### src/rtl/gray_pkg.sv
// Shared types and helpers for the Gray-coded switch capture path.
package gray_pkg;

  typedef enum logic {
    STABLE = 1'b0,
    SETTLE = 1'b1
  } cap_state_t;

  // Default bus width; the helpers work on a wider container so any WIDTH up
  // to GRAY_MAX_W can be handled by zero-extending the operand.
  localparam int unsigned GRAY_W     = 4;
  localparam int unsigned GRAY_MAX_W = 32;

  // Each binary bit is the XOR of all Gray bits at or above its position.
  // Zero-extended upper bits contribute nothing, so this stays correct for
  // any narrower width.
  function automatic logic [GRAY_MAX_W-1:0] gray2bin(input logic [GRAY_MAX_W-1:0] g);
    logic [GRAY_MAX_W-1:0] b;
    b = g;
    for (int unsigned k = 1; k < GRAY_MAX_W; k++) begin
      b = b ^ (g >> k);
    end
    return b;
  endfunction

  // True when more than one bit is set (clearing the lowest set bit leaves
  // something behind).
  function automatic logic popcount_gt1(input logic [GRAY_MAX_W-1:0] x);
    return (x & (x - GRAY_MAX_W'(1))) != '0;
  endfunction

endpackage

### src/rtl/gray_input_capture_sync.sv
// Multi-stage flop synchronizer for a bus that is asynchronous to i_clk.
module sync_ff #(
  parameter int unsigned WIDTH  = 4,
  parameter int unsigned STAGES = 2
) (
  input  logic             i_clk,
  input  logic             i_rst,
  input  logic [WIDTH-1:0] i_d,
  output logic [WIDTH-1:0] o_q
);

  logic [STAGES-1:0][WIDTH-1:0] r_stage;

  // Shift the raw input through the synchronizer chain.
  always_ff @(posedge i_clk or posedge i_rst) begin
    if (i_rst) begin
      r_stage <= '0;
    end else begin
      r_stage <= {r_stage[STAGES-2:0], i_d};
    end
  end

  assign o_q = r_stage[STAGES-1];

endmodule

### src/rtl/gray_input_capture.sv
// Gray-coded switch capture: synchronize, debounce, convert to binary and
// publish each newly stable code with a one-cycle code_valid strobe.
// Optional: define GRAY_STEP_CHECK_EN to add step_error, which flags commits
// that were not a single-bit Gray step.
module gray_input_capture
  import gray_pkg::*;
#(
  parameter int unsigned WIDTH           = GRAY_W,
  parameter int unsigned SYNC_STAGES     = 2,
  parameter int unsigned DEBOUNCE_CYCLES = 16
) (
  input  logic             clk,
  input  logic             rst,
  input  logic [WIDTH-1:0] gray_in,
  output logic [WIDTH-1:0] binary_code,
  output logic             code_valid,
  output logic             stable
`ifdef GRAY_STEP_CHECK_EN
  ,
  output logic             step_error
`endif
);

  localparam int unsigned       CNT_W    = $clog2(DEBOUNCE_CYCLES) + 1;
  localparam logic [CNT_W-1:0]  CNT_LAST = CNT_W'(DEBOUNCE_CYCLES - 1);

  cap_state_t       r_state;
  cap_state_t       w_state_nxt;
  logic [WIDTH-1:0] w_sync;
  logic [WIDTH-1:0] r_cand;
  logic [WIDTH-1:0] w_cand_nxt;
  logic [WIDTH-1:0] r_cg;
  logic [WIDTH-1:0] w_cg_nxt;
  logic [WIDTH-1:0] r_bin;
  logic [WIDTH-1:0] w_bin_nxt;
  logic [CNT_W-1:0] r_cnt;
  logic [CNT_W-1:0] w_cnt_nxt;
  logic             r_valid;
  logic             w_commit;

  sync_ff #(
    .WIDTH  (WIDTH),
    .STAGES (SYNC_STAGES)
  ) u_sync (
    .i_clk (clk),
    .i_rst (rst),
    .i_d   (gray_in),
    .o_q   (w_sync)
  );

  // Debounce FSM: next state, candidate, counter and commit decision.
  always_comb begin
    w_state_nxt = r_state;
    w_cand_nxt  = r_cand;
    w_cnt_nxt   = r_cnt;
    w_cg_nxt    = r_cg;
    w_bin_nxt   = r_bin;
    w_commit    = 1'b0;
    case (r_state)
      STABLE: begin
        w_cnt_nxt = '0;
        if (w_sync != r_cg) begin
          w_cand_nxt  = w_sync;
          w_state_nxt = SETTLE;
        end
      end
      SETTLE: begin
        if (w_sync == r_cg) begin
          // Input returned to the committed code: glitch, drop it silently.
          w_cnt_nxt   = '0;
          w_state_nxt = STABLE;
        end else if (w_sync != r_cand) begin
          // Bounce to yet another code restarts the stability count.
          w_cand_nxt = w_sync;
          w_cnt_nxt  = '0;
        end else if (r_cnt == CNT_LAST) begin
          w_commit    = 1'b1;
          w_cg_nxt    = r_cand;
          w_bin_nxt   = WIDTH'(gray2bin(GRAY_MAX_W'(r_cand)));
          w_cnt_nxt   = '0;
          w_state_nxt = STABLE;
        end else begin
          w_cnt_nxt = r_cnt + CNT_W'(1);
        end
      end
      default: begin
        w_state_nxt = STABLE;
      end
    endcase
  end

  // FSM state and debounce datapath registers.
  always_ff @(posedge clk or posedge rst) begin
    if (rst) begin
      r_state <= STABLE;
      r_cand  <= '0;
      r_cg    <= '0;
      r_bin   <= '0;
      r_cnt   <= '0;
      r_valid <= 1'b0;
    end else begin
      r_state <= w_state_nxt;
      r_cand  <= w_cand_nxt;
      r_cg    <= w_cg_nxt;
      r_bin   <= w_bin_nxt;
      r_cnt   <= w_cnt_nxt;
      r_valid <= w_commit;
    end
  end

  assign binary_code = r_bin;
  assign code_valid  = r_valid;
  assign stable      = (r_state == STABLE);

`ifdef GRAY_STEP_CHECK_EN
  logic r_step_err;

  // Flag a commit whose transition changed more than one Gray bit.
  always_ff @(posedge clk or posedge rst) begin
    if (rst) begin
      r_step_err <= 1'b0;
    end else begin
      r_step_err <= w_commit & popcount_gt1(GRAY_MAX_W'(r_cand ^ r_cg));
    end
  end

  assign step_error = r_step_err;
`endif

endmodule

### config.mk
export PLATFORM = sky130hd
export DESIGN_NAME = gray_input_capture
export DESIGN_NICKNAME = d
export VERILOG_FILES = /design/src/rtl/gray_pkg.sv /design/src/rtl/gray_input_capture_sync.sv /design/src/rtl/gray_input_capture.sv
export SDC_FILE = /design/constraint.sdc
export NUM_CORES = 1
export LEC_CHECK = 0
export CORE_UTILIZATION = 53
export CTS_CLUSTER_SIZE = 24
export DETAILED_ROUTE_END_ITERATION = 6
export PLACE_DENSITY_LB_ADDON = 0.25
export RECOVER_POWER = 25
export SYNTH_ARGS = -nofsm -noshare
export SYNTH_HDL_FRONTEND = slang
export SYNTH_HIERARCHICAL = 1
export SYNTH_SLANG_ARGS = --single-unit
### constraint.sdc
create_clock -name clk -period 2.5 [get_ports clk]
set_clock_uncertainty 0.05 [all_clocks]
set_input_delay 0.5 -clock clk [delete_from_list [all_inputs] [get_ports clk]]
set_output_delay 0.5 -clock clk [all_outputs]
set_load 0.01 [all_outputs]
==> results.md <==
- Outcome: completed
- # DRC: 0
- Syn Nets: 83
- Max Slew Vio Count: 0
- Power share of the combinational group: 0.103
- Rows: 15
- Hold Crit Class: register to register
- Post-Route Setup TNS: 0 ps
- Core ar.: 1821 µm²
- Pint: 0.5253 mW
- CTS H-tree depth: 1
- DIE HEIGHT: 47.09 µm
- Global-route wire length before repair: 2256 µm
- Slew @ Worst Pin: 670.1 ps
- Area taken by multi-input logic gates: 374.1 µm²
- Routed via count: 550
- WS Path Type: register to register
- 1st-iter DRT viols: 4
- Post-route ant nets: 0
- P_sw: 0.1528 mW
- Fin Hold WS: 312.9 ps
- Top-Level Pins: 12
- Diode count: 0
- Share of the synthesized area in the top cell type: 0.6039
- Seq pwr share: 0.663
- Worst slew margin: 0.5528
- Min Tclk post-route: 2021 ps
- Port-buffer cells: 11
- #FFs+latches synth: 26
- Yosys warnings: 6
- Avg Synthesized Cell Area: 14.17 µm²
- TritonCTS Sinks: 26
- Crit start category: register
- Via/cell ratio: 5.000
- PostCTS Resize Cnt: 0
- Die Wd: 47.09 µm
- Slowest CP cell: nor4b_4
- Area growth from synthesis to final layout: 11.73%
- Max incr delay on CP: 510 ps
- Clock root cell: clkbuf_4
- Final Hold Viols: 0
- Mapped Cells: 76
- Initial antenna violation count: 0
- Clock Path Buffers: 2
- Clock network power share: 0.234
- Critical path data required time: 2640 ps
- Share of layout cells above drive strength 1: 0.1765
- FF+latch area: 650.6 µm²
- FILL cells: 149
- Area leader, netlist: dfrtp_1
- F_max: 494.8 MHz
- Die area: 2217 µm²
- Switching share of power: 0.2254
- Sequential area share after synthesis: 0.6039
- Via count of the first global-routing pass: 525
- Final setup vio count: 0
- Finished Layout Cells: 110
- Max-cap viol count: 0
- Nets: 94
- Design Area, Final: 1204 µm²
- Power per cell area: 563.4 nW/µm²
- Worst-Skew Late Latency: 300 ps
- Wire per inst: 12.25 µm
- Placed cell count: 107
- Synth cell types: 20
- Post-CTS Setup Bufs: 0
- Drt pass-1 iters: 3
- Util after Layout: 0.6612
- Worst-path cell chain: ha_1, nand3_1, nor2_1, nor4b_4, mux2_2
- RSZ-0062 raised after global routing: no
- Largest net degree at the start of global routing: 19
- TritonCTS Buffers: 3
- Hold buffer count at CTS: 0
- Crit path DAT: 2160 ps
- Final WL: 1347 µm
- Leakage: 0.5435 nW
- Detail Placement HPWL: 1081 µm
- Endpoint type of the worst setup path: register
- Aggregate global routing overflow: 0
- Crit Path Max Fanout: 8
- Area of the mapped netlist: 1077 µm²
- Largest cells by area after synthesis: dfrtp_1, mux2_2, xnor2_1, xor2_1, buf_4
- Worst IR Drop VDD: 445.8 µV
- Total GRT Usage: 0.1484
- CTS clk-pin slew, worst paths: 120 ps
- Area after DPL: 1181 µm²
- CTS tree: done
- Gp weighted congestion: 0.7708
- Initial Util: 0.5918
- Fin crit share: 0.8084
## final cells by class
cell class,instances,share of cell area
clock buffers,3,0.01871
inverters,4,0.01247
multi-input cells,41,0.3108
flip-flops and latches,26,0.5405
well taps,25,0.02599
repair buffers,11,0.09148
## power by group through the flow
stage | Combinational, mW | Clock, mW | Sequential, mW
floorplan | 0.0623 | 0 | 0.452
global placement | 0.0723 | 0 | 0.458
detailed placement | 0.0726 | 0 | 0.459
CTS | 0.0734 | 0.168 | 0.450
global route | 0.0785 | 0.180 | 0.453
finish | 0.0700 | 0.158 | 0.450
## state kept, by name, indices dropped and copies added, names as in the netlist
signal,count
binary_code,3
r_cg,4
code_valid,1
r_cand,4
u_sync/o_q,4
r_cnt,5
r_state,1
u_sync/r_stage,4
## stage by stage
step	total power, mW	worst slack (ps)
global route	0.7112	312.9
global placement	0.5299	508.1
finish	0.6781	479.0
CTS	0.6917	457.9
detailed placement	0.5312	481.2
floorplan	0.5146	675.5
## layout by cell type, fill, tap and decap left out, types with 2 or more instances in the layout
cell | netlist | layout
xnor2_1 | 7 | 7
nor2_1 | 2 | 2
dlygate4sd3_1 | 0 | 5
clkbuf_4 | 0 | 3
nand3_1 | 3 | 3
nor3b_1 | 2 | 2
inv_1 | 4 | 4
dfrtp_1 | 26 | 26
mux2_2 | 10 | 10
xor2_1 | 6 | 6
clkdlybuf4s50_1 | 0 | 6
## kinds of logic (layout without fill, tap and decap cells)
kind of cell    count (synthesis)  after routing  share of synthesized area
fa+ha+maj                       1              1                    0.01161
compound gates                  2              2                    0.01161
xor+xnor                       13             13                     0.1057
simple gates                   14             14                     0.1045
mux                            11             11                     0.1138
buf+inv                         9             18                    0.04878
flops                          26             26                     0.6039
## cells in the mapped netlist (all sizes together)
library cell / instances
a21oi: 1
nor4b: 1
and3: 1
buf: 5
nand2: 1
xor2: 6
nor4: 2
inv: 4
mux2: 10
nor3: 1
and3b: 1
nor2: 2
mux2i: 1
dfrtp: 26
nand3: 3
ha: 1
o21bai: 1
nor3b: 2
xnor2: 7
## layer usage
metal,wire [µm],vias up,global-route usage
met5,0,-,0
met4,6,0,0.05143
met3,33,2,0.02308
met2,698,8,0.2556
met1,609,268,0.1910
li1,-,272,-
## worst paths after layout
path	slack (ps)	cells after the start	startpoint	end
worst max-delay path	480	5	r_cnt[0]$_DFF_PP0_	r_cg[3]$_DFFE_PP0P_
worst min-delay path	310	0	u_sync/r_stage[2]$_DFF_PP0_	u_sync/o_q[2]$_DFF_PP0_
worst max register to register	480	5	r_cnt[0]$_DFF_PP0_	r_cg[3]$_DFFE_PP0P_
worst min register to register	310	0	u_sync/r_stage[2]$_DFF_PP0_	u_sync/o_q[2]$_DFF_PP0_
max in group asynchronous	1270	2	rst	binary_code[1]$_DFFE_PP0P_
min in group asynchronous	530	2	rst	u_sync/o_q[3]$_DFF_PP0_
## critical path, delay by kind of cell, from the launching register on
kind	cells	cell delay (ps)
fa+ha+maj	1	200
flops	1	390
mux	1	400
simple gates	3	860
(Power assumes the default switching activity.)
